`config.mk`:
```
export PLATFORM = sky130hd
export DESIGN_NAME = pipeline_run_ctrl
export DESIGN_NICKNAME = d
export VERILOG_FILES = /design/src/rtl/pipeline_run_ctrl.sv
export SDC_FILE = /design/constraint.sdc
export NUM_CORES = 1
export LEC_CHECK = 0
export ABC_AREA = 0
export CORE_MARGIN = 2
export CORE_UTILIZATION = 40
export DETAILED_ROUTE_END_ITERATION = 12
export GPL_ROUTABILITY_DRIVEN = 0
export HOLD_SLACK_MARGIN = 0.12
export PLACE_DENSITY = 0.74
export RECOVER_POWER = 25
export SLEW_MARGIN = 10
export SYNTH_ARGS = -nofsm -noshare
export SYNTH_HDL_FRONTEND = slang
export SYNTH_SLANG_ARGS = --single-unit
```
`constraint.sdc`:
```
create_clock -name clk -period 2.96 [get_ports clk]
set_input_delay 0.296 -clock clk [delete_from_list [all_inputs] [get_ports clk]]
set_output_delay 0.296 -clock clk [all_outputs]
set_load 0.02 [all_outputs]
```
`src/rtl/pipeline_run_ctrl.sv`:
```
// Run/step/halt controller for the five-stage MIPS pipeline: gates the PC, drains on HALT, counts fetch cycles.
// Optional run-cycle limit is compiled in with `define RUN_CTRL_CYCLE_LIMIT_EN.
module pipeline_run_ctrl #(
    parameter int         ADDR_BITS      = 32,
    parameter int         DATA_WIDTH     = 32,
    parameter int         CYCLE_CNT_BITS = 32,
    parameter int         DRAIN_CYCLES   = 4,
    parameter logic [5:0] HALT_OPCODE    = 6'b111111,
    parameter int         MAX_RUN_CYCLES = 1024
) (
    input  logic                      clk,
    input  logic                      reset,
    input  logic                      cmd_valid,
    input  logic [1:0]                cmd_code,
    output logic                      cmd_ready,
    input  logic [DATA_WIDTH-1:0]     pc_instr_in,
    input  logic [ADDR_BITS-1:0]      pc_addr_in,
    output logic                      pc_enable_out,
    output logic                      pc_reset_out,
    output logic [2:0]                state_out,
    output logic [CYCLE_CNT_BITS-1:0] cycle_count_out,
    output logic [ADDR_BITS-1:0]      halt_pc_out,
    output logic                      halted_out,
    output logic                      done_pulse,
    output logic                      timeout_out
);

    typedef enum logic [2:0] {
        S_IDLE   = 3'd0,
        S_RUN    = 3'd1,
        S_STEP   = 3'd2,
        S_DRAIN  = 3'd3,
        S_HALTED = 3'd4,
        S_PRST   = 3'd5
    } state_t;

    localparam logic [1:0] CMD_RUN   = 2'b00;
    localparam logic [1:0] CMD_STEP  = 2'b01;
    localparam logic [1:0] CMD_HALT  = 2'b10;
    localparam logic [1:0] CMD_RESET = 2'b11;

    // One timer serves both the drain wait and the two-cycle pipeline reset.
    localparam int                TMR_BITS   = $clog2(DRAIN_CYCLES + 2);
    localparam logic [TMR_BITS-1:0] DRAIN_LOAD = TMR_BITS'(DRAIN_CYCLES - 1);
    localparam logic [TMR_BITS-1:0] PRST_LOAD  = TMR_BITS'(1);

    state_t                      state_reg;
    logic [TMR_BITS-1:0]         timer_reg;
    logic [CYCLE_CNT_BITS-1:0]   cycle_count_reg;
    logic [ADDR_BITS-1:0]        halt_pc_reg;
    logic                        done_reg;
    logic                        timeout_reg;

    logic halt_det;
    logic cmd_accept;
    logic stop_cmd;
    logic limit_hit;
    logic unused_bits;

    assign halt_det    = (pc_instr_in[DATA_WIDTH-1 -: 6] == HALT_OPCODE);
    assign unused_bits = ^pc_instr_in[DATA_WIDTH-7:0];

    assign cmd_ready  = (state_reg == S_IDLE) || (state_reg == S_RUN) || (state_reg == S_HALTED);
    assign cmd_accept = cmd_valid && cmd_ready;
    assign stop_cmd   = cmd_accept && ((cmd_code == CMD_HALT) || (cmd_code == CMD_RESET));

`ifdef RUN_CTRL_CYCLE_LIMIT_EN
    localparam logic [CYCLE_CNT_BITS-1:0] RUN_LIMIT = CYCLE_CNT_BITS'(MAX_RUN_CYCLES);
    assign limit_hit = (state_reg == S_RUN) && (cycle_count_reg >= RUN_LIMIT);
`else
    logic unused_limit;
    assign unused_limit = (MAX_RUN_CYCLES > 0);
    assign limit_hit    = 1'b0;
`endif

    // Fetch must stop in the very cycle the stop condition is seen, so the enable is combinational.
    always_comb begin
        pc_enable_out = 1'b0;
        case (state_reg)
            S_RUN:   pc_enable_out = !halt_det && !stop_cmd && !limit_hit;
            S_STEP:  pc_enable_out = !halt_det;
            default: pc_enable_out = 1'b0;
        endcase
    end

    always_ff @(posedge clk) begin
        if (reset) begin
            state_reg       <= S_IDLE;
            timer_reg       <= '0;
            cycle_count_reg <= '0;
            halt_pc_reg     <= '0;
            done_reg        <= 1'b0;
            timeout_reg     <= 1'b0;
        end else begin
            done_reg <= 1'b0;
            if (pc_enable_out && (cycle_count_reg != '1)) begin
                cycle_count_reg <= cycle_count_reg + 1'b1;
            end

            case (state_reg)
                S_IDLE: begin
                    if (cmd_accept) begin
                        case (cmd_code)
                            CMD_RUN:  state_reg <= S_RUN;
                            CMD_STEP: state_reg <= S_STEP;
                            CMD_HALT: begin
                                state_reg <= S_DRAIN;
                                timer_reg <= DRAIN_LOAD;
                            end
                            default: begin
                                state_reg       <= S_PRST;
                                timer_reg       <= PRST_LOAD;
                                cycle_count_reg <= '0;
                                halt_pc_reg     <= '0;
                                timeout_reg     <= 1'b0;
                            end
                        endcase
                    end
                end

                S_RUN: begin
                    if (cmd_accept && (cmd_code == CMD_RESET)) begin
                        state_reg       <= S_PRST;
                        timer_reg       <= PRST_LOAD;
                        cycle_count_reg <= '0;
                        halt_pc_reg     <= '0;
                        timeout_reg     <= 1'b0;
                    end else if (halt_det || limit_hit) begin
                        // A HALT instruction wins a tie with the limit but the timeout still sticks.
                        state_reg <= S_DRAIN;
                        timer_reg <= DRAIN_LOAD;
                        if (halt_det) begin
                            halt_pc_reg <= pc_addr_in;
                        end
                        if (limit_hit) begin
                            timeout_reg <= 1'b1;
                        end
                    end else if (cmd_accept && (cmd_code == CMD_HALT)) begin
                        state_reg <= S_DRAIN;
                        timer_reg <= DRAIN_LOAD;
                    end
                end

                S_STEP: begin
                    if (halt_det) begin
                        state_reg   <= S_DRAIN;
                        timer_reg   <= DRAIN_LOAD;
                        halt_pc_reg <= pc_addr_in;
                    end else begin
                        state_reg <= S_IDLE;
                        done_reg  <= 1'b1;
                    end
                end

                S_DRAIN: begin
                    if (timer_reg == '0) begin
                        state_reg <= S_HALTED;
                        done_reg  <= 1'b1;
                    end else begin
                        timer_reg <= timer_reg - 1'b1;
                    end
                end

                S_HALTED: begin
                    if (cmd_accept && (cmd_code == CMD_RESET)) begin
                        state_reg       <= S_PRST;
                        timer_reg       <= PRST_LOAD;
                        cycle_count_reg <= '0;
                        halt_pc_reg     <= '0;
                        timeout_reg     <= 1'b0;
                    end
                end

                S_PRST: begin
                    if (timer_reg == '0) begin
                        state_reg <= S_IDLE;
                        done_reg  <= 1'b1;
                    end else begin
                        timer_reg <= timer_reg - 1'b1;
                    end
                end

                default: state_reg <= S_IDLE;
            endcase
        end
    end

    assign pc_reset_out    = (state_reg == S_PRST);
    assign halted_out      = (state_reg == S_HALTED);
    assign state_out       = state_reg;
    assign cycle_count_out = cycle_count_reg;
    assign halt_pc_out     = halt_pc_reg;
    assign done_pulse      = done_reg;
    assign timeout_out     = timeout_reg;

endmodule

```
# --- Word level (Yosys, flattened, before mapping) ---
# Cells that the tools add are included.
classes:
  add_sub_neg: 2
  multipliers: 0
  n_div: 0
  magnitude_cmp: 0
  n_eq_ne: 20
  shifts: 0
  mux: 36
  n_bitwise: 0
  reduce_logical: 25
op_table:
  columns: ["operator", "count"]
  rows:
  - ["2-to-1 mux 32 bit", 9]
  - ["one-hot mux 32 bit (4 select lines)", 1]
  - ["one-hot mux 32 bit (2 select lines)", 1]
  - ["2-to-1 mux 3 bit", 12]
  - ["adder 32 x 1 -> 32 bit, second input constant", 1]
  - ["!= test 32 bit, second input constant", 1]
  - ["one-hot mux 3 bit (6 select lines)", 1]
  - ["one-hot mux 3 bit (5 select lines)", 1]
  - ["!= test 2 bit, second input constant", 6]
  - ["one-hot mux 3 bit (3 select lines)", 1]
  - ["AND reduction 4 bit", 2]
  - ["AND reduction 7 bit", 1]
  - ["== test 3 x 2 -> 1 bit, second input constant", 2]
  - ["== test 3 bit, second input constant", 2]
  - ["== test 6 bit, second input constant", 1]
  - ["logical AND 1 bit", 6]
  - ["zero test 3 bit", 2]
  - ["!= test 2 x 1 -> 1 bit, second input constant", 3]
  - ["one-hot mux 1 bit (2 select lines)", 3]
  - ["one-hot mux 3 bit (2 select lines)", 1]
  - ["OR reduction 2 bit", 3]
  - ["2-to-1 mux 1 bit", 5]
  - ["AND reduction 5 bit", 1]
  - ["nonzero test 5 bit", 1]
  - ["other kinds (12)", 16]
word_totals:
  reg_bits: 72
  latch_bits: 0
  ramBits: 0
  mem_bits_ro: 0
  inputBits: 69
  output_inout_bits: 73
  elab_cells: 89
  n_memories: 0

# --- Depth between registers and ports, before layout ---
# Gate-level depths: netlist of run 1.
depth:
  word_depth: 13
  mapped_depth: 9
  ltp_nobuf: 8

# --- Least setup slack after synthesis of run 1 ---
# OpenSTA, ideal clock, no wires.
synth_path:
  path_type: "register -> register"
  startpoint: "reg cycle_count_reg[0], in the netlist cycle_count_out[0]"
  endpoint: "reg cycle_count_reg[29], in the netlist cycle_count_out[29]"
  setup_time_ns: 0.070
  arrival_time_ns: 1.932
  t_required_ns: 2.890
  slack_ns: 0.958
  path_stages_with_launch: 8
  n_path_buf: 1
  period_less_slack_ns: 2.002
  path_cell_list: "dfxtp_1 ha_1 and3_4 and3_4 and4_4 buf_6 or4_1 a21oi_1"
synth_via:
  elab_chain_cells: 6
  elab_cells_between_ends: 8
  cone_classes: "add/sub: 1; eq/ne: 1; mux: 5; reduce/logical: 1"
synth_lines:
  columns: ["item", "line", "source"]
  rows:
  - ["start, declared", "49", "logic [CYCLE_CNT_BITS-1:0] cycle_count_reg;"]
  - ["start signal, assigned", "97", "cycle_count_reg <= cycle_count_reg + 1'b1;"]
  - ["branches (longest 2 deep; another with adder 32 x 1 -> 32 bit)", null, null]
  - ["2-to-1 mux 32 bit *", "96", "if (pc_enable_out && (cycle_count_reg != '1)) begin"]
  - ["2-to-1 mux 32 bit", "103", "case (cmd_code)"]
  - ["2-to-1 mux 32 bit", "102", "if (cmd_accept) begin"]
  - ["one-hot mux 32 bit (2 select lines) *", "100", "case (state_reg)"]
# Mark *: on every way between the ends.
# A chain may end at the register's enable or synchronous reset.

# --- Final worst setup path of run 1 ---
layout_path:
  startpoint: "in cmd_code[0]"
  endpoint: "out pc_enable_out"
layout_via:
  elab_chain_cells: 6
  elab_cells_between_ends: 7
  cone_classes: "eq/ne: 2; mux: 1; reduce/logical: 4"
layout_lines:
  columns: ["item", "line", "source"]
  rows:
  - ["start, declared", "14", "input logic [1:0] cmd_code,"]
  - ["== test 2 bit", "65", "assign stop_cmd = cmd_accept && ((cmd_code == CMD_HALT) || (cmd_code == CMD_RESET));"]
  - ["logical OR 1 bit *", "65", null]
  - ["logical AND 1 bit *", "65", null]
  - ["zero test 1 bit *", "80", "S_RUN: pc_enable_out = !halt_det && !stop_cmd && !limit_hit;"]
  - ["logical AND 1 bit *", "80", null]
  - ["one-hot mux 1 bit (2 select lines) *", "79", "case (state_reg)"]
  - ["end, declared", "18", "output logic pc_enable_out,"]
# Every way passes the cells marked *; elsewhere a longest branch is shown, timed or not.

==> impl_metrics.tcl, run 1 <==
set metrics [dict create \
    status "finished clean" \
    min_path_cells 2 \
    area_delta_synth_final_pct 39.09 \
    synth_seq_cells 71 \
    grt_setup_unrepaired "no" \
    path_buf_inv 4 \
    finish.net_count 587 \
    clk_latency_ps 350 \
    wl_met3_um 699 \
    finalSetupViolCount 0 \
    synth_xor_area_share_pct 0 \
    netlist_instances 405 \
    period_share_pct 91.47 \
    path_delay_family "buffers and inverters" \
    firstDrtPassIters 5 \
    antenna_cells 0 \
    synth-compound-area-share_pct 17.26 \
    dr_wl_met2_um 4445 \
    hold_viol 0 \
    dpl.hpwl_um 6762 \
    via_count 3468 \
    cpMaxStageDelayCell "clkdlybuf4s50_1" \
    multi_input_area_um2 2028 \
    yosysWarningCount 0 \
    die_height_um 99.39 \
    clock_sinks 71 \
    holdBufCountCts 0 \
    tightest_slew_ps 599.4 \
    synth_area_um2 3640 \
    start_util_pct 41.53 \
    tns_ps 0 \
    wl_um 9389 \
    p_comb_share_pct 33.1 \
    top_layer_used "met4" \
    finClkSkew_ps 12.39 \
    grt_max_degree 39 \
    ys_types 62 \
    port_buffers 114 \
    p_leak_nw 2.053 \
    wl_met1_um 4114 \
    synth_mux_area_share_pct 9.900 \
    io_pins 142 \
    intPower_w 0.001918 \
    gr-total-overflow 0 \
    path_class "input pin to output pin" \
    hold_path.class "flop to flop" \
    startpoint_type "input pin" \
    grt_pass1_vias 3216 \
    cp_data_required_time_ps 2660 \
    utilization_pct 57.77 \
    yosys.area_share.simple_pct 25.40 \
    power.net_switching_w 0.001037 \
    path_clk_slew_ps 70 \
    critPathArrivalTime_ps 2410 \
    ys.flop_type "dfxtp_1" \
    maxSlewHeadroom_pct 59.98 \
    rows 34 \
    clockPowerShare_pct 29.3 \
    ys_seq_area_share_pct 39.05 \
    fillCellCount 796 \
    synth-edff-count 0 \
    syn_area_per_cell_um2 8.987 \
    initialDrtViolationCount 129 \
    hp-start "timer_reg[1]$_SDFFE_PP0P_" \
    irDropWorstVdd_uv 324.0 \
    post_cts_resized 0 \
    path_cells "clkdlybuf4s50_1, inv_1, ha_1, o21ai_1, a21o_4, nand2_4, inv_1, clkdlybuf4s50_1" \
    power.total_w 0.002954 \
    slew_viol_final 0 \
    switching_share_pct 35.09 \
    gr-usage-all-layers_pct 18.85 \
    synth_async_sr_flop_share_pct 0 \
    numCtsBuffers 9 \
    layoutNonFillerInstCount 623 \
    drtAntennaViolNets 0 \
    r2r-end "cycle_count_out[10]$_SDFF_PP0_" \
    cts_setup_buffers 0 \
    r2r_slack_ps 750 \
    synth_top_family_by_area "simple AND/OR/NAND/NOR gates" \
    seq_power_share_pct 37.6 \
    hold_end "timer_reg[1]$_SDFFE_PP0P_" \
    fp.coreArea_um2 8763 \
    rr_worst_depth 6 \
    syn-num-nets 482 \
    cts_buffer_depth 2 \
    drc_errors 0 \
    fp.dieW_um 99.39 \
    place_inst 607 \
    timing.rr.start "state_out[0]$_SDFFE_PP0P_" \
    holdWs_ps 489.9 \
    drive_above_1_share_pct 8.544 \
    drv_cap 0 \
    fin_crit_ps 2708 \
    antenna_found_initial 0 \
    critPathCaptureType "output pin" \
    detail_route.wl_per_cell_um 15.07 \
    clockRootBuffer "clkbuf_8" \
    die-area_um2 9878 \
    regArea_um2 1421 \
    via_per_inst 5.567 \
    tritoncts "built" \
    critical_path.max_fanout 10 \
    critPathMaxStageDelay_ps 600 \
    power_density_nw_per_um2 583.6 \
    htree_levels 3 \
    grt_first_pass_wirelength_um 15310 \
    max_freq_mhz 369.3 \
    synth-adder-area-share_pct 2.750 \
]
cell families (layout without fill, tap and decap cells):
kind of cell               Yosys count  count (layout)
AOI/OAI and AO/OA                   95              95
adders and majority gates            8               8
buffers and inverters               37             147
DFF                                 71              71
muxes                               36              36
other                                1               1
and+or+nand+nor                    157             157
how the worst max path moves through the flow:
stage / startpoint / slack (ps) / cells past startpoint / end
floorplan: cycle_count_out[0]$_SDFF_PP0_ / 960 / 7 / cycle_count_out[29]$_SDFF_PP0_
detailed placement: cmd_code[0] / 240 / 8 / pc_enable_out
CTS: cmd_code[0] / 230 / 8 / pc_enable_out
finish: cmd_code[0] / 250 / 8 / pc_enable_out
global route: cmd_code[0] / 130 / 8 / pc_enable_out
global placement: cmd_code[0] / 290 / 8 / pc_enable_out
power groups by stage:
stage                     Sequential, W  Combinational (W)  Clock [W]
final                           0.00111           0.000977   0.000867
after global routing            0.00113            0.00107   0.000924
after CTS                       0.00111           0.000988   0.000889
after detailed placement        0.00113           0.000984          0
after global placement          0.00113           0.000957          0
after floorplan                 0.00110           0.000694          0
tightest hold or removal path, stage by stage, from the launching register on:
cell and delay, ps:
dfxtp_1 310, o21ai_0 60, a21oi_1 70
through the flow:
step                      instance area (um2)  setup slack, ps
after floorplan                          3640            958.1
after global placement                   4841            289.0
after detailed placement                 4841            240.8
after CTS                                5062            233.1
after global routing                     5062            130.5
final                                    5062            252.4
layer usage:
metal / vias up / track usage [%]
li1: 1718 / -
met1: 1600 / 25.33
met2: 137 / 30.25
met3: 13 / 4.076
met4: 0 / 6.112
met5: - / 0
Yosys cell counts, types with 2 or more instances:
library cell	number	area, um2
a21boi_0	2	15.01
a21oi_1	35	175.2
a31oi_1	2	12.51
and2_1	2	12.51
and3_1	3	18.77
and3_4	2	22.52
and4_1	2	17.52
and4_4	3	33.78
buf_1	3	11.26
buf_2	7	35.03
buf_4	7	52.55
buf_6	3	33.78
clkbuf_1	6	22.52
dfxtp_1	71	1421
ha_1	8	100.1
inv_1	10	37.54
mux2i_1	36	360.4
nand2_1	25	93.84
nand2b_1	5	31.28
nand3_1	11	55.05
nand4_1	11	68.82
nand4_4	2	42.54
nor2_1	43	161.4
nor2b_1	7	43.79
nor3_2	2	20.02
nor4_1	3	18.77
nor4_2	2	25.02
nor4b_1	2	17.52
o21a_1	3	22.52
o21ai_0	12	60.06
o21ai_1	2	10.01
o311a_1	2	20.02
o31ai_1	20	150.1
or3_1	4	25.02
or4_1	20	150.1
placed cells by master, fill, tap and decap left out, drive strengths merged, types with 2 or more instances in the layout:
cell type,count
clkdlybuf4s50,80
dfxtp,71
nor2,44
mux2i,36
a21oi,35
dlygate4sd3,34
nand2,26
o31ai,20
or4,20
o21ai,14
nand4,14
nand3,11
inv,11
clkbuf,10
ha,8
nor2b,7
buf,7
and3,6
nand2b,5
or3,5
nor4,5
and4,5
o21a,3
o311a,2
a21boi,2
nor4b,2
nor3,2
and2,2
a31oi,2
clkinv,2
bufinv,2
a2111oi,2
area by class of cell:
| cell class | count | area share (%) |
|---|---|---|
| multi-input cells | 297 | 40.06 |
| flip-flops and latches | 71 | 28.08 |
| repair buffers | 121 | 24.07 |
| well taps | 108 | 2.669 |
| clock buffers | 10 | 2.521 |
| clock inverters | 6 | 1.854 |
| inverters | 10 | 0.7415 |
No activity file was read; power rests on OpenSTA's default activity.
==> run 2: changes to the inputs <==
--- a/config.mk
+++ b/config.mk
@@ -7,11 +7,10 @@
 export LEC_CHECK = 0
 export ABC_AREA = 0
 export CORE_MARGIN = 2
-export CORE_UTILIZATION = 40
+export CORE_UTILIZATION = 47
 export DETAILED_ROUTE_END_ITERATION = 12
 export GPL_ROUTABILITY_DRIVEN = 0
-export HOLD_SLACK_MARGIN = 0.12
-export PLACE_DENSITY = 0.74
+export PLACE_DENSITY = 0.85
 export RECOVER_POWER = 25
 export SLEW_MARGIN = 10
 export SYNTH_ARGS = -nofsm -noshare
==> impl_metrics.tcl, run 2 (synthesis gave the netlist of run 1 again) <==
set metrics [dict create \
    status "finished clean" \
    numCtsBuffers 9 \
    clock_sinks 71 \
    r2r_slack_ps 790 \
    drc_errors 0 \
    tns_ps 0 \
    gr-usage-all-layers_pct 22.38 \
    drv_cap 0 \
    slew_viol_final 0 \
    critical_path.max_fanout 7 \
    die-area_um2 8464 \
    firstDrtPassIters 5 \
    rr_worst_depth 6 \
    via_count 3523 \
    path_clk_slew_ps 70 \
    cp_data_required_time_ps 2660 \
    via_per_inst 5.710 \
    post_cts_resized 0 \
    tightest_slew_ps 539.5 \
    maxSlewHeadroom_pct 63.98 \
    port_buffers 114 \
    area_delta_synth_final_pct 37.74 \
    layoutNonFillerInstCount 617 \
    detail_route.wl_per_cell_um 15.01 \
    hold_viol 0 \
    place_inst 601 \
    gr-total-overflow 0 \
    hold_path.class "flop to flop" \
    cts_setup_buffers 0 \
    critPathArrivalTime_ps 2500 \
    antenna_cells 0 \
    irDropWorstVdd_uv 343.0 \
    cts_buffer_depth 2 \
    grt_pass1_vias 3259 \
    drive_above_1_share_pct 8.738 \
    max_freq_mhz 357.7 \
    die_height_um 92 \
    grt_first_pass_wirelength_um 15500 \
    clk_latency_ps 350 \
    p_leak_nw 2.029 \
    period_share_pct 94.45 \
    antenna_found_initial 0 \
    timing.rr.start "cycle_count_out[0]$_SDFF_PP0_" \
    path_class "input pin to output pin" \
    mostFrequentLayoutCells "80 x clkdlybuf4s50_1, 71 x dfxtp_1, 43 x nor2_1, 36 x mux2i_1, 35 x a21oi_1" \
    io_pins 142 \
    grt_setup_unrepaired "no" \
    holdBufCountCts 0 \
    tritoncts "built" \
    rows 32 \
    start_util_pct 47.85 \
    fp.dieW_um 92 \
    dpl.hpwl_um 6551 \
    critPathCaptureType "output pin" \
    r2r-end "cycle_count_out[30]$_SDFF_PP0_" \
    finClkSkew_ps 9.997 \
    initialDrtViolationCount 119 \
    fp.coreArea_um2 7607 \
    startpoint_type "input pin" \
    grt_max_degree 39 \
    crit_path_start "cmd_code[0]" \
    drtAntennaViolNets 0 \
    hp-start "halt_pc_out[18]$_SDFFE_PP0P_" \
    wl_um 9264 \
    final_common_cell "clkdlybuf4s50_1" \
    finish.net_count 587 \
    htree_levels 3 \
    timing.critical_path.to "pc_enable_out" \
    clockRootBuffer "clkbuf_8" \
    power_density_nw_per_um2 573.5 \
    finalSetupViolCount 0 \
    fin_crit_ps 2796 \
]
## run 2: changes by cell type in the layout (fill, tap and decap cells not counted), sizes merged
| cell | previous run | this run |
|---|---|---|
| clkinvlp | 1 | 3 |
| clkbuf | 10 | 9 |
| clkinv | 2 | 1 |
| inv | 11 | 12 |
| bufinv | 2 | 1 |
## run 2: worst min path at each step
stage,endpoint,depth (start not counted),slack [ps]
6_report,halt_pc_out[18]$_SDFFE_PP0P_,2,490
4_1_cts,cycle_count_out[20]$_SDFF_PP0_,2,500
3_3_place_gp,timer_reg[1]$_SDFFE_PP0P_,2,470
2_1_floorplan,halt_pc_out[0]$_SDFFE_PP0P_,2,440
5_1_grt,halt_pc_out[21]$_SDFFE_PP0P_,2,520
3_5_place_dp,halt_pc_out[17]$_SDFFE_PP0P_,2,480
## run 2: final cells by class
cell class / count / area (um2)
sequential: 71 / 1421
clock inverter: 7 / 81.33
fill: 630 / 2594
multi-input combinational: 297 / 2028
clock buffer: 9 / 123.9
tap: 102 / 127.6
inverter: 10 / 37.54
timing repair buffer: 121 / 1194
## run 2: routing by layer
metal / global-route usage, % / vias to the layer above / wire length [um]
met5: 0 / - / 0
met4: 8.706 / 0 / 131
met3: 5.094 / 13 / 703
met2: 37.38 / 137 / 4497
met1: 28.07 / 1653 / 3932
li1: - / 1720 / -
## run 2: per-stage QoR
step           hold slack, ps  worst slack (ps)  power (W)  util [%]  area [um2]
3_3_place_gp            470.8             231.3   0.002067     63.21        4808
4_1_cts                 502.6             186.9   0.002893     65.90        5014
3_5_place_dp            485.0             186.7   0.002090     63.21        4808
5_1_grt                 521.1             12.81   0.003048     65.90        5014
2_1_floorplan           439.9             958.1   0.001796         -        3640
6_report                490.8             164.2   0.002875     65.90        5014
## run 2: power by group
| part | total (W) | internal, W | switching [W] |
|---|---|---|---|
| clock network | 0.000795 | 0.000399 | 0.000397 |
| registers | 0.00108 | 0.00100 | 0.0000771 |
| logic | 0.000998 | 0.000421 | 0.000577 |
| total | 0.00288 | 0.00182 | 0.00105 |
## run 2: critical path, stage by stage
cell and delay [ps]:
clkdlybuf4s50_1 520, inv_1 90, ha_1 230, o21ai_1 270, a21o_4 220, nand2_4 50
inv_1 170, clkdlybuf4s50_1 640
